<file path="src/rtl/wb_pkg.sv">
// Shared definitions for the register-file write-port arbiter: data and address widths
// and the arbiter state encoding.
package wb_pkg;

    localparam int XLEN       = 32;
    localparam int REG_ADDR_W = 5;

    typedef enum logic [1:0] {
        WB_IDLE  = 2'd0,
        WB_PEND  = 2'd1,
        WB_FORCE = 2'd2
    } wb_state_e;

endpackage

</file>
<file path="src/rtl/wb_result_fifo.sv">
// Small circular FIFO of MDU results {rd, wdata} waiting for a free write-back slot.
// The caller guarantees no push while full and no pop while empty.
module wb_result_fifo
    import wb_pkg::*;
#(
    parameter int DW    = 32,
    parameter int DEPTH = 2,
    localparam int CNT_W = $clog2(DEPTH + 1),
    localparam int PTR_W = (DEPTH > 1) ? $clog2(DEPTH) : 1
) (
    input  logic                  clk,
    input  logic                  rst_n,
    input  logic                  push_i,
    input  logic [REG_ADDR_W-1:0] push_rd_i,
    input  logic [DW-1:0]         push_data_i,
    input  logic                  pop_i,
    output logic [REG_ADDR_W-1:0] head_rd_o,
    output logic [DW-1:0]         head_data_o,
    output logic [CNT_W-1:0]      count_o
);

    logic [REG_ADDR_W-1:0] rd_q   [DEPTH];
    logic [DW-1:0]         data_q [DEPTH];
    logic [PTR_W-1:0]      wr_ptr_q;
    logic [PTR_W-1:0]      rd_ptr_q;
    logic [CNT_W-1:0]      count_q;

    function automatic logic [PTR_W-1:0] ptr_next(input logic [PTR_W-1:0] p);
        return (p == PTR_W'(DEPTH - 1)) ? '0 : p + PTR_W'(1);
    endfunction

    always_ff @(posedge clk or negedge rst_n) begin
        if (!rst_n) begin
            for (int i = 0; i < DEPTH; i++) begin
                rd_q[i]   <= '0;
                data_q[i] <= '0;
            end
            wr_ptr_q <= '0;
            rd_ptr_q <= '0;
            count_q  <= '0;
        end else begin
            if (push_i) begin
                rd_q[wr_ptr_q]   <= push_rd_i;
                data_q[wr_ptr_q] <= push_data_i;
                wr_ptr_q         <= ptr_next(wr_ptr_q);
            end
            if (pop_i) begin
                rd_ptr_q <= ptr_next(rd_ptr_q);
            end
            count_q <= count_q + CNT_W'(push_i) - CNT_W'(pop_i);
        end
    end

    assign head_rd_o   = rd_q[rd_ptr_q];
    assign head_data_o = data_q[rd_ptr_q];
    assign count_o     = count_q;

endmodule

</file>
<file path="src/rtl/wb_port_arbiter.sv">
// Shares the register-file write port between the pipeline WB stage (priority) and the
// MDU; buffered MDU results are drained by free slots or, after starvation, a forced stall.
module wb_port_arbiter
    import wb_pkg::*;
#(
    parameter int XLEN       = wb_pkg::XLEN,
    parameter int BUF_DEPTH  = 2,
    parameter int STARVE_MAX = 4,
    localparam int CNT_W     = $clog2(BUF_DEPTH + 1)
) (
    input  logic                  clk,
    input  logic                  rst_n,
    input  logic                  pipe_valid,
    input  logic                  pipe_regwrite,
    input  logic [REG_ADDR_W-1:0] pipe_rd,
    input  logic [XLEN-1:0]       pipe_wdata,
    input  logic                  mdu_valid,
    input  logic [REG_ADDR_W-1:0] mdu_rd,
    input  logic [XLEN-1:0]       mdu_wdata,
    output logic                  mdu_ready,
    output logic                  stall_wb,
    output logic                  rf_we,
    output logic [REG_ADDR_W-1:0] rf_waddr,
    output logic [XLEN-1:0]       rf_wdata,
    output logic [CNT_W-1:0]      buf_count,
    output wb_state_e             dbg_state
);

    localparam int SC_W = $clog2(STARVE_MAX + 1);
    localparam logic [SC_W-1:0] STARVE_LIM = SC_W'(STARVE_MAX - 1);

    wb_state_e             state_q;
    logic [SC_W-1:0]       starve_q;
    logic [CNT_W-1:0]      count_d;
    logic                  pipe_take;
    logic                  buf_nonempty;
    logic                  pop;
    logic                  mdu_keep;
    logic                  direct;
    logic                  push;
    logic [REG_ADDR_W-1:0] head_rd;
    logic [XLEN-1:0]       head_data;

    // Handshake: an MDU result transfers when mdu_valid && mdu_ready. mdu_ready looks only
    // at the registered occupancy, so a full buffer refuses even if it pops this cycle.
    assign stall_wb     = (state_q == WB_FORCE);
    assign mdu_ready    = rst_n && (buf_count < CNT_W'(BUF_DEPTH));
    assign pipe_take    = rst_n && pipe_valid && pipe_regwrite && (pipe_rd != '0) && !stall_wb;
    assign buf_nonempty = (buf_count != '0);
    assign pop          = rst_n && !pipe_take && buf_nonempty;
    assign mdu_keep     = mdu_valid && mdu_ready && (mdu_rd != '0);
    assign direct       = mdu_keep && !pipe_take && !buf_nonempty;
    assign push         = mdu_keep && !direct;
    assign count_d      = buf_count + CNT_W'(push) - CNT_W'(pop);
    assign dbg_state    = state_q;

    wb_result_fifo #(
        .DW    (XLEN),
        .DEPTH (BUF_DEPTH)
    ) u_fifo (
        .clk         (clk),
        .rst_n       (rst_n),
        .push_i      (push),
        .push_rd_i   (mdu_rd),
        .push_data_i (mdu_wdata),
        .pop_i       (pop),
        .head_rd_o   (head_rd),
        .head_data_o (head_data),
        .count_o     (buf_count)
    );

    always_comb begin
        rf_we    = 1'b0;
        rf_waddr = '0;
        rf_wdata = '0;
        if (pipe_take) begin
            rf_we    = 1'b1;
            rf_waddr = pipe_rd;
            rf_wdata = pipe_wdata;
        end else if (pop) begin
            rf_we    = 1'b1;
            rf_waddr = head_rd;
            rf_wdata = head_data;
        end else if (direct) begin
            rf_we    = 1'b1;
            rf_waddr = mdu_rd;
            rf_wdata = mdu_wdata;
        end
    end

    // starve_q counts consecutive PEND cycles in which the head was not popped.
    always_ff @(posedge clk or negedge rst_n) begin
        if (!rst_n) begin
            state_q  <= WB_IDLE;
            starve_q <= '0;
        end else begin
            case (state_q)
                WB_IDLE: begin
                    starve_q <= '0;
                    if (push) state_q <= WB_PEND;
                end
                WB_PEND: begin
                    if (pop) begin
                        starve_q <= '0;
                        if (count_d == '0) state_q <= WB_IDLE;
                    end else if (starve_q >= STARVE_LIM) begin
                        starve_q <= '0;
                        state_q  <= WB_FORCE;
                    end else begin
                        starve_q <= starve_q + SC_W'(1);
                    end
                end
                WB_FORCE: begin
                    starve_q <= '0;
                    state_q  <= (count_d == '0) ? WB_IDLE : WB_PEND;
                end
                default: begin
                    starve_q <= '0;
                    state_q  <= WB_IDLE;
                end
            endcase
        end
    end

endmodule
</file>
<file path="config.mk">
export PLATFORM = sky130hd
export DESIGN_NAME = wb_port_arbiter
export DESIGN_NICKNAME = d
export VERILOG_FILES = /design/src/rtl/wb_pkg.sv /design/src/rtl/wb_result_fifo.sv /design/src/rtl/wb_port_arbiter.sv
export SDC_FILE = /design/constraint.sdc
export NUM_CORES = 1
export LEC_CHECK = 0
export CAP_MARGIN = 20
export CELL_PAD_IN_SITES_DETAIL_PLACEMENT = 0
export CELL_PAD_IN_SITES_GLOBAL_PLACEMENT = 1
export CORE_ASPECT_RATIO = 0.8
export CORE_MARGIN = 4
export CORE_UTILIZATION = 41
export DETAILED_ROUTE_END_ITERATION = 6
export GPL_ROUTABILITY_DRIVEN = 1
export PLACE_DENSITY = 0.93
export SLEW_MARGIN = 40
export SYNTH_ARGS = -nofsm -noshare
export SYNTH_HDL_FRONTEND = slang
export SYNTH_SLANG_ARGS = --single-unit
</file>
<file path="constraint.sdc">
create_clock -name clk -period 6.09 [get_ports clk]
set_input_delay 0.9135 -clock clk [delete_from_list [all_inputs] [get_ports clk]]
set_output_delay 0.9135 -clock clk [all_outputs]
set_load 0.005 [all_outputs]
</file>
After elaboration in Yosys (flattened, before gate mapping)
Index checks and enable logic that the tools add are counted.
- shifts and indexed selects: 0
- divide/modulo/power cells: 0
- multipliers: 0
- bitwise operators: 2
- magnitude comparators: 5
- reduce and logical (&&, ||, !) cells: 23
- equality and inequality tests: 5
- add/sub/neg operators: 5
- muxes and demuxes: 32
- operators with widths (operator ; count):
    $mux 32 ; 7
    $bwmux 64 ; 1
    $mux 5 ; 7
    $demux 32 s1 ; 1
    $logic_and 1x1->1 ; 13
    $bwmux 10 ; 1
    $reduce_bool 5->1 ; 2
    $mux 3 ; 3
    $mux 2 ; 4
    $mux 1 ; 6
    $pmux 2 s3 ; 1
    $demux 5 s1 ; 1
    $ge 2x2->1 const B ; 2
    $logic_not 1->1 ; 4
    $logic_not 2->1 ; 2
    $not 1->2 ; 2
    $add 3x1->3 const B ; 1
    $ge 3x2->1 const B ; 1
    $ne 3x2->1 const B ; 1
    $ne 3x3->1 const B ; 1
    $reduce_and 3->1 ; 1
    $add 1x1->1 const B ; 2
    $add 2x1->2 ; 1
    $eq 2x1->1 const B ; 1
    other kinds (6) ; 6
- word-level logic and storage cells: 81
- input port bits: 79
- latch bits: 0
- ROM bits: 0
- output and inout port bits: 44
- memories kept: 0
- flip-flop bits (word level): 83
- bits in writable memories: 0

Depth between registers and ports, before layout
Gate-level depths: netlist of run 1.
- depth in word-level cells: 15
- depth in mapped cells: 10
- depth with buffers taken out: 9

Modules after synthesis
Synthesis of run 1 repeated with hierarchy kept, for this count alone.
- cells, all modules: 381
- area total of the unflattened synthesis: 4664.5 µm²
- modules (own cells, without submodules) (module ; sequential area each (µm²) ; times used ; cells each ; area each (µm²)):
    wb_result_fifo ; 1951.9 ; 1 ; 210 ; 3527.1
    wb_port_arbiter ; 125.1 ; 1 ; 171 ; 1137.3

Worst setup path after synthesis of run 1
OpenSTA, ideal clock, no wires.
- path type: input to output
- start point: input port mdu_rd[1]
- end point: output port rf_wdata[11]
- data required time: 5176 ps
- arrival time: 2311 ps
- cell stages on the path: 7
- buffers on the path: 2
- slack: 2865 ps
- path through: or4_1 -> o211ai_2 -> nor3_1 -> buf_6 -> buf_6 -> a221oi_1 -> nor2_1
- cells in the longest elaborated chain, start to end: 7
- RTL lines (what ; RTL line ; text):
    start, declared ; wb_port_arbiter.sv:18 ; input logic [REG_ADDR_W-1:0] mdu_rd,
    $reduce_bool 5->1 ; wb_port_arbiter.sv:51 ; assign mdu_keep = mdu_valid && mdu_ready && (mdu_rd != '0);
    $logic_and 1x1->1 ; wb_port_arbiter.sv:51 ;
    $logic_and 1x1->1 (2 in a row) ; wb_port_arbiter.sv:52 ; assign direct = mdu_keep && !pipe_take && !buf_nonempty;
    $mux 32 ; wb_port_arbiter.sv:84 ; end else if (direct) begin
    $mux 32 ; wb_port_arbiter.sv:80 ; end else if (pop) begin
    $mux 32 ; wb_port_arbiter.sv:76 ; if (pipe_take) begin
    end, declared ; wb_port_arbiter.sv:24 ; output logic [XLEN-1:0] rf_wdata,
No other way between the ends.

Worst setup path after layout of run 1
- start point: input port mdu_rd[1]
- end point: output port rf_waddr[3]
- cells in the longest elaborated chain, start to end: 7
- RTL lines (what ; RTL line ; text):
    $reduce_bool 5->1 ; wb_port_arbiter.sv:51 ;
    $logic_and 1x1->1 ; wb_port_arbiter.sv:51 ;
    $logic_and 1x1->1 (2 in a row) ; wb_port_arbiter.sv:52 ;
    $mux 5 ; wb_port_arbiter.sv:84 ;
    $mux 5 ; wb_port_arbiter.sv:80 ;
    $mux 5 ; wb_port_arbiter.sv:76 ;
    end, declared ; wb_port_arbiter.sv:23 ; output logic [REG_ADDR_W-1:0] rf_waddr,
No other way between the ends.

==> results of run 1 <==
[cells by family after synthesis]
logic type                 Yosys count  share of synthesized area (%)
DFF                                 83                          45.72
AOI/OAI and AO/OA                   48                          9.033
muxes                              112                          30.21
xor gates and xnor gates             5                         0.9639
buffers and inverters               30                          3.993
adders and majority gates            3                         0.8263
and+or+nand+nor                     98                          9.254
[routing by layer]
layer	vias to the layer above	share of wire, %
met1	1688	46
met4	0	0.96
met3	14	5.3
met5	-	0
li1	1597	-
met2	93	48
[registers in the layout, indices dropped and copies added (netlist names)]
| register | count |
|---|---|
| u_fifo.data_q | 64 |
| u_fifo.rd_q | 10 |
| starve_q | 3 |
| dbg_state | 2 |
| u_fifo.count_o | 2 |
| u_fifo.rd_ptr_q | 1 |
| u_fifo.wr_ptr_q | 1 |
[worst max-delay path, stage by stage]
cell and delay [ps]:
clkdlybuf4s50_1 560, or4_1 170, o211ai_2 120, nor3_4 580, buf_4 390, a221oi_1 130, nor2_1 170, clkdlybuf4s50_1 530
[path summary, 6_finish.rpt]
path	slack [ps]	endpoint	startpoint	depth (start not counted)
setup / recovery	1590	rf_waddr[3]	mdu_rd[1]	8
hold / removal	470	starve_q[0]$_DFF_PN0_	starve_q[0]$_DFF_PN0_	1
setup reg to reg	3080	u_fifo.rd_q[7]$_DFFE_PN0P_	dbg_state[1]$_DFFE_PN0P_	7
hold reg to reg	470	starve_q[0]$_DFF_PN0_	starve_q[0]$_DFF_PN0_	1
max in group asynchronous	4820	u_fifo.rd_ptr_q$_DFFE_PN0P_	rst_n	2
min in group asynchronous	730	u_fifo.rd_q[2]$_DFFE_PN0P_	rst_n	2
[cells in the final DEF (no fill, tap or decap), types with 4 or more instances in the layout]
master | synthesis | routed
buf_4 | 0 | 5
xnor2_1 | 5 | 5
clkdlybuf4s50_1 | 0 | 121
nor2_1 | 78 | 78
clkbuf_16 | 0 | 9
nand2_1 | 6 | 6
mux2_1 | 22 | 22
a221oi_1 | 35 | 35
mux2_2 | 59 | 59
dfrtp_1 | 83 | 82
o21ai_0 | 4 | 4
mux2_4 | 30 | 30
[power by group]
part           switching, mW  leakage (nW)  internal (mW)  total, mW
Sequential             0.212          1.00          0.825       1.04
Clock                  0.217         0.152          0.341      0.559
Combinational          0.405          1.44          0.775       1.18
Total                  0.834          2.60           1.94       2.78
[metrics by stage]
step	instances	total power, mW	instance area [µm²]
after floorplan	379	1.768	4543
after global placement	624	2.155	5827
after detailed placement	625	2.226	5867
after CTS	641	2.801	6180
after global routing	641	2.951	6182
final	641	2.776	6182
[layout make-up]
class                   instances  area (µm²)
clock buffers                  11       252.7
inverters                       4       15.01
well taps                     144       180.2
repair buffers                128        1290
clock inverters                 5       60.06
multi-input cells             266        2303
flip-flops and latches         83        2081
fillers                       904        4666
==> qor.txt, run 1 <==
Hold-fix buffers, CTS -> 0
Total GRT Usage -> 17.35%
Overflow after GRT -> 0
Seq cells post-synth -> 83
first-pass GRT wire length -> 18.23 mm
largest net degree at the start of global routing -> 86
Rel. slew slack -> 51.33%
Post-Syn Instances -> 379
Worst-Skew Late Latency -> 330 ps
core area -> 0.01085 mm²
Post-DRT Antenna Nets -> 0
CTS root buffer -> clkbuf_16
peak supply drop -> 0.1990 mV
FP Rows -> 34
RSZ-0062 raised after global routing -> false
fin worst setup slack -> 1594 ps
DIE AREA -> 0.01284 mm²
Placement Setup Slack -> 1586 ps
PwrDens -> 449.0 mW/mm²
TritonCTS Sinks -> 83
status -> finished clean
met3 usage -> 5.695%
vias in the first global route -> 3601
TritonCTS Buffers -> 9
synth cell count leaders -> 83 x dfrtp_1, 78 x nor2_1, 59 x mux2_2
Max Cap Violations -> 0
met1 Usage GRT -> 22.28%
layout cells sized above 1 -> 24.14%
DRC violation count after routing -> 0
Worst Hold Class -> reg2reg
final wirelength -> 11.09 mm
Syn Nets -> 461
count leader, synth -> dfrtp_1
Layout Skew -> 6.507 ps
Area growth syn-to-layout -> 36.08%
Worst setup SP type -> primary input
Final nets -> 574
Final GP Congestion -> 0.7697
Max clock buf depth -> 2
Worst-Margin Slew -> 727.8 ps
Fin Hold WS -> 465.8 ps
Setup crit end kind -> primary output
Final Max Slew Viols -> 0
die height -> 102.2 µm
setup TNS -> 0 ps
Most Crowded Layer GR -> met2
Tcrit/Tclk final -> 73.82%
CTS tree -> done
number of diodes -> 0
Iteration-0 DRC Markers -> 106
library cells used by synthesis -> 33
# IOs -> 123
Hold Fails Final Rpt -> 0
Initial Utilization -> 41.88%
CTS resizes -> 0
via density per instance -> 5.292
met2 Resource Use GR -> 29.17%
synth top area cells -> dfrtp_1 46%, mux2_2 15%, mux2_4 9.9%, a221oi_1 6.7%, nor2_1 6.4%
area share of the largest cell type after synthesis -> 45.72%
Tmin final -> 4496 ps
Yosys top cell by area -> dfrtp_1
Post-synth top flop -> dfrtp_1
initial antenna violation count -> 0
Synth async-reset ratio -> 100.0%
post-synthesis sequential area ratio -> 45.72%
Syn. warnings -> 0
die width -> 125.7 µm
Reg clk slew, reported paths -> 60 ps
DR WL/cell -> 17.30 µm
DP Wirelength -> 7.528 mm
Finish-stage setup viols -> 0
arrival time at the worst endpoint -> 3580 ps
via count -> 3392
fmax -> 222.4 MHz
postcts setup bufs -> 0
DRT Pass-1 Iters -> 4
number of synthesized flops with an enable pin -> 0
Crit Path Class -> in2out
Finished Core Util -> 56.99%
WP data required -> 5180 ps
H-tree depth -> 3
Worst Path Max Fanout -> 21
Port Buffer Count -> 122
Lkg Pwr -> 2.595 nW
Cell Area, Synth -> 0.004543 mm²
syn_area_per_cell -> 11.99 µm²
Note: power is estimated with default switching activity, not from simulation.
==> inputs of run 2 (changes only) <==
--- a/config.mk
+++ b/config.mk
@@ -10,10 +10,10 @@
 export CELL_PAD_IN_SITES_GLOBAL_PLACEMENT = 1
 export CORE_ASPECT_RATIO = 0.8
 export CORE_MARGIN = 4
-export CORE_UTILIZATION = 41
+export CORE_UTILIZATION = 38
 export DETAILED_ROUTE_END_ITERATION = 6
 export GPL_ROUTABILITY_DRIVEN = 1
-export PLACE_DENSITY = 0.93
+export PLACE_DENSITY = 0.87
 export SLEW_MARGIN = 40
 export SYNTH_ARGS = -nofsm -noshare
 export SYNTH_HDL_FRONTEND = slang
==> constraint.sdc (replaced) <==
create_clock -name clk -period 4.27 [get_ports clk]
set_input_delay 0.6405 -clock clk [delete_from_list [all_inputs] [get_ports clk]]
set_output_delay 0.6405 -clock clk [all_outputs]
set_load 0.005 [all_outputs]
==> qor.txt, run 2 (same netlist as run 1, synthesis figures left out) <==
die width -> 130.2 µm
peak supply drop -> 0.2691 mV
TritonCTS Buffers -> 9
fmax -> 245.4 MHz
final wirelength -> 11.73 mm
Worst Path Max Fanout -> 19
Worst-Margin Slew -> 618.9 ps
Finished Core Util -> 53.19%
core area -> 0.01160 mm²
TritonCTS Sinks -> 83
CTS resizes -> 0
Cell Area, Placed -> 0.005898 mm²
number of diodes -> 0
setup TNS -> 0 ps
RSZ-0062 raised after global routing -> false
Area growth syn-to-layout -> 35.86%
largest net degree at the start of global routing -> 49
Final GP Congestion -> 0.7834
DP Wirelength -> 7.843 mm
Largest register FFs -> 64
CTS tree -> done
Largest regs -> u_fifo.data_q: 64 flops, u_fifo.rd_q: 10 flops, starve_q: 3 flops
H-tree depth -> 3
Hold-fix buffers, CTS -> 0
CTS root buffer -> clkbuf_16
DRC violation count after routing -> 0
Final nets -> 580
max incr delay on CP -> 620 ps
post-route cell area -> 0.006172 mm²
Crit Path Class -> in2out
Reg clk slew, reported paths -> 60 ps
Iteration-0 DRC Markers -> 116
Initial Utilization -> 39.15%
Tcrit/Tclk final -> 95.45%
vias in the first global route -> 3712
FP Rows -> 35
DR WL/cell -> 18.04 µm
die height -> 105.8 µm
initial antenna violation count -> 0
Finish-stage setup viols -> 0
most frequent cells in the layout -> 121 x clkdlybuf4s50_1, 82 x dfrtp_1, 78 x nor2_1, 59 x mux2_2, 35 x a221oi_1
Worst-Skew Late Latency -> 330 ps
register with the most flip-flops -> u_fifo.data_q
Total GRT Usage -> 17.39%
Design Power -> 3.870 mW
slowest cell on the critical path -> or4_1
Max Cap Violations -> 0
via count -> 3469
WP data required -> 3630 ps
Tmin final -> 4076 ps
arrival time at the worst endpoint -> 3440 ps
Layout Skew -> 6.282 ps
Rel. slew slack -> 58.74%
worst reg2reg path depth -> 10
Placement Setup Slack -> 129.5 ps
first-pass GRT wire length -> 18.95 mm
most used cell, CP -> clkdlybuf4s50_1
Worst Hold Class -> in2async
commonest non-fill, non-tap cell in the layout -> clkdlybuf4s50_1
Worst setup SP type -> primary input
Post-DRT Antenna Nets -> 0
DRT Pass-1 Iters -> 4
Final Max Slew Viols -> 0
Hold Fails Final Rpt -> 0
Max clock buf depth -> 2
Setup crit end kind -> primary output
Lkg Pwr -> 2.592 nW
Port Buffer Count -> 122
Fill cells -> 991
Overflow after GRT -> 0
CP cell instances -> clkdlybuf4s50_1 > or4_1 > o211ai_2 > nor3_4 > buf_6 > buf_4 > a221oi_1 > nor2_1 > clkdlybuf4s50_1
PwrDens -> 626.9 mW/mm²
via density per instance -> 5.337
Reg area -> 0.002081 mm²
DIE AREA -> 0.01378 mm²
fin worst setup slack -> 194.5 ps
status -> finished clean
layout cells sized above 1 -> 24.30%
# IOs -> 123
area occupied by multi-input gates -> 0.002303 mm²
postcts setup bufs -> 0
[run 2: worst paths after layout]
| check | to | slack [ps] | from |
|---|---|---|---|
| setup reg to reg | dbg_state[0]$_DFFE_PN0P_ | 1350 | u_fifo.count_o[1]$_DFF_PN0_ |
| min in group clk | starve_q[0]$_DFF_PN0_ | 460 | starve_q[0]$_DFF_PN0_ |
| hold / removal | u_fifo.data_q[59]$_DFFE_PN0P_ | 420 | rst_n |
| setup / recovery | rf_wdata[28] | 190 | mdu_rd[1] |
| max in group asynchronous | u_fifo.rd_q[7]$_DFFE_PN0P_ | 2890 | rst_n |
| hold reg to reg | starve_q[0]$_DFF_PN0_ | 460 | starve_q[0]$_DFF_PN0_ |
[run 2: power by group]
group          internal, mW  leakage, nW  total [mW]  switching [mW]
combinational          1.10         1.46        1.69           0.582
clock                 0.406        0.126       0.699           0.293
sequential             1.18         1.00        1.48           0.306
[run 2: stage by stage]
stage | hold WS (ps) | instances
2_1_floorplan | 344.9 | 379
3_3_place_gp | 443.8 | 634
3_5_place_dp | 458.1 | 634
4_1_cts | 433.1 | 649
5_1_grt | 465.0 | 650
6_report | 417.3 | 650
[run 2: cell type report]
cell class / count / area share [%]
clock buffer: 13 / 4.054
clock inverter: 2 / 0.2027
inverter: 4 / 0.2433
multi-input combinational: 266 / 37.32
sequential: 83 / 33.71
tap: 148 / 3.000
timing repair buffer: 134 / 21.47
[run 2: critical path: cells and delay by family]
| kind | cells | cell delay [ps] |
|---|---|---|
| AO/OA/AOI/OAI | 2 | 670 |
| AND/OR/NAND/NOR | 3 | 800 |
| buffers and inverters | 4 | 1290 |
[run 2: per-layer routing]
metal  vias up  track usage (%)  part of all wire (%)  wire [µm]
li1       1616                -                     -          -
met1      1745            22.82                    45       5243
met2        98            28.29                    49       5726
met3        10            4.914                   5.6        662
met4         0            4.303                  0.81         95
met5         -                0                     0          0
==> inputs of run 3 (changes only) <==
--- a/config.mk
+++ b/config.mk
@@ -5,15 +5,17 @@
 export SDC_FILE = /design/constraint.sdc
 export NUM_CORES = 1
 export LEC_CHECK = 0
+export ABC_AREA = 1
 export CAP_MARGIN = 20
 export CELL_PAD_IN_SITES_DETAIL_PLACEMENT = 0
 export CELL_PAD_IN_SITES_GLOBAL_PLACEMENT = 1
 export CORE_ASPECT_RATIO = 0.8
 export CORE_MARGIN = 4
-export CORE_UTILIZATION = 38
+export CORE_UTILIZATION = 35
+export CTS_CLUSTER_SIZE = 25
 export DETAILED_ROUTE_END_ITERATION = 6
 export GPL_ROUTABILITY_DRIVEN = 1
-export PLACE_DENSITY = 0.87
+export PLACE_DENSITY = 0.88
 export SLEW_MARGIN = 40
 export SYNTH_ARGS = -nofsm -noshare
 export SYNTH_HDL_FRONTEND = slang
==> qor.txt, run 3 <==
status -> finished clean
main combinational cell family by area after synthesis -> compound AO/OA/AOI/OAI gates
DP Wirelength -> 8.158 mm
postcts setup bufs -> 0
layout cells sized above 1 -> 8.899%
TritonCTS Buffers -> 9
Initial Utilization -> 35.97%
family with the most delay on the worst path -> buffers and inverters
RSZ-0062 raised after global routing -> false
WP data required -> 3630 ps
area share of the largest cell type after synthesis -> 47.31%
Port Buffer Count -> 122
max incr delay on CP -> 470 ps
commonest non-fill, non-tap cell in the layout -> nand2_1
Final nets -> 740
Overflow after GRT -> 0
Hold-fix buffers, CTS -> 0
Synth async-reset ratio -> 100.0%
initial antenna violation count -> 0
TritonCTS Sinks -> 83
first-pass GRT wire length -> 19.01 mm
final wirelength -> 11.32 mm
largest net degree at the start of global routing -> 46
post-synthesis compound-gate area fraction -> 21.63%
DR WL/cell -> 13.57 µm
Worst-Margin Slew -> 560.7 ps
critical path endpoint -> rf_wdata[25]
Post-synth top flop -> dfrtp_1
Worst setup SP type -> primary input
Total GRT Usage -> 16.23%
synth top area cells -> dfrtp_1 47%, nand2_1 14%, o21ai_0 8.9%, o221ai_1 7.4%, inv_1 7.0%
worst path bufs/invs -> 3
Post-DRT Antenna Nets -> 0
Setup crit end kind -> primary output
Worst Path Max Fanout -> 28
Reg clk slew, reported paths -> 60 ps
RR Endpoint -> dbg_state[0]$_DFFE_PN0P_
Finish-stage setup viols -> 0
Tmin final -> 3453 ps
count leader, synth -> nand2_1
Crit Path Class -> in2out
H-tree depth -> 3
mux contribution to synthesized area -> 0.6840%
worst reg2reg path depth -> 16
Finished Core Util -> 49.63%
Seq cells post-synth -> 83
DIE AREA -> 0.01441 mm²
Layout Skew -> 5.639 ps
CTS root buffer -> clkbuf_16
PwrDens -> 634.7 mW/mm²
vias in the first global route -> 3878
Tcrit/Tclk final -> 80.88%
post-synthesis sequential area ratio -> 47.31%
Yosys top cell by area -> dfrtp_1
Iteration-0 DRC Markers -> 270
DRT Pass-1 Iters -> 4
slowest cell on the critical path -> clkdlybuf4s50_1
# IOs -> 123
Post-Synth Simple-Gate Area -> 17.61%
Syn. warnings -> 0
Final GP Congestion -> 0.7395
FF-to-FF Start -> dbg_state[1]$_DFFE_PN0P_
Syn Nets -> 632
synth cell count leaders -> 164 x nand2_1, 83 x dfrtp_1, 82 x inv_1
Hold Fails Final Rpt -> 0
number of synthesized flops with an enable pin -> 0
CTS tree -> done
Worst-Skew Late Latency -> 340 ps
Final Max Slew Viols -> 0
fmax -> 289.6 MHz
via count -> 3980
library cells used by synthesis -> 27
setup TNS -> 0 ps
die width -> 133.2 µm
DRC violation count after routing -> 0
peak supply drop -> 0.2188 mV
Max clock buf depth -> 2
syn_area_per_cell -> 7.983 µm²
via density per instance -> 4.772
Largest regs -> u_fifo.data_q: 64 flops, u_fifo.rd_q: 10 flops, starve_q: 3 flops
Post-Synth Adder-Cell Area -> 0.8549%
CTS resizes -> 0
Crit. Startpoint -> pipe_valid
arrival time at the worst endpoint -> 2810 ps
Rel. slew slack -> 62.49%
Post-Syn Instances -> 550
most used cell, CP -> clkdlybuf4s50_1
worst reg-to-reg setup slack -> 1830 ps
FP Rows -> 36
Worst Hold Class -> in2async
CP cell instances -> clkdlybuf4s50_1 > nand3_1 > nor2_4 > nand2_4 > nand2_2 > buf_4 > o221ai_1 > clkdlybuf4s50_1
post-synthesis xor/xnor area fraction -> 0.1995%
Cell Area, Synth -> 0.004390 mm²
Largest register FFs -> 64
core area -> 0.01221 mm²
Lkg Pwr -> 2.841 nW
Area growth syn-to-layout -> 37.99%
Max Cap Violations -> 0
most frequent cells in the layout -> 162 x nand2_1, 121 x clkdlybuf4s50_1, 82 x inv_1, 82 x dfrtp_1, 78 x o21ai_0
number of diodes -> 0
register with the most flip-flops -> u_fifo.data_q
Inst Count DP -> 818
die height -> 108.2 µm
Layout Cells excl Fill -> 834
stages on the worst setup path -> 8
==> run 3: cell types whose count changed after synthesis, sizes merged, moves of 4 or more <==
cell	change
inv	+80
mux2	-111
buf	+9
a221oi	-35
nor2b	-4
xnor2	-4
o21ai	+104
o221ai	+37
nand3	+7
nor2	-66
nand2	+160
==> run 3: area by class of cell <==
class,count,area [µm²]
Clock buffer,10,229.0
Clock inverter,6,90.09
Fill cell,1173,6148
Inverter,85,319.1
Multi-Input combinational cell,347,1809
Sequential cell,83,2078
Tap cell,171,214.0
Timing Repair Buffer,132,1319
==> run 3: metal layers <==
metal | share of wire, % | global-route usage [%] | vias to the layer above
met1 | 48 | 22.10 | 1852
met5 | 0 | 0 | -
met2 | 45 | 25.58 | 109
met4 | 0.97 | 3.084 | 0
li1 | - | - | 2008
met3 | 6.1 | 5.395 | 11
==> run 3: logic make-up (layout without fill, tap and decap cells) <==
group                      count (synthesis)  count (layout)
AOI/OAI and AO/OA                        147             147
xor gates and xnor gates                   1               1
adders and majority gates                  3               3
buffers and inverters                    120             233
DFF                                       83              83
muxes                                      3               3
and+or+nand+nor                          193             193
==> run 3: worst min-delay path by stage <==
| stage | end | depth (start not counted) |
|---|---|---|
| after floorplan | dbg_state[0]$_DFFE_PN0P_ | 0 |
| after detailed placement | u_fifo.data_q[36]$_DFFE_PN0P_ | 2 |
| final | u_fifo.rd_q[3]$_DFFE_PN0P_ | 2 |
| after global placement | starve_q[0]$_DFF_PN0_ | 1 |
| after global routing | u_fifo.rd_q[3]$_DFFE_PN0P_ | 2 |
| after CTS | u_fifo.data_q[1]$_DFFE_PN0P_ | 2 |
==> run 3: where the power goes <==
group	leakage, nW	total [mW]	switching (mW)	internal, mW
Combinational	1.65	1.62	0.819	0.801
Clock	0.153	0.821	0.308	0.513
Sequential	1.04	1.40	0.241	1.16
Total	2.84	3.85	1.37	2.48
==> run 3: through the flow <==
| stage | hold WS [ps] | setup slack (ps) | area [µm²] | total power, mW |
|---|---|---|---|---|
| floorplan | 344.9 | 2075 | 4390 | 2.361 |
| global placement | 446.2 | 434.3 | 5719 | 2.973 |
| detailed placement | 463.6 | 415.3 | 5739 | 3.048 |
| CTS | 401.3 | 412.9 | 6058 | 3.890 |
| global route | 423.4 | 624.6 | 6058 | 4.177 |
| finish | 386.2 | 816.6 | 6058 | 3.845 |
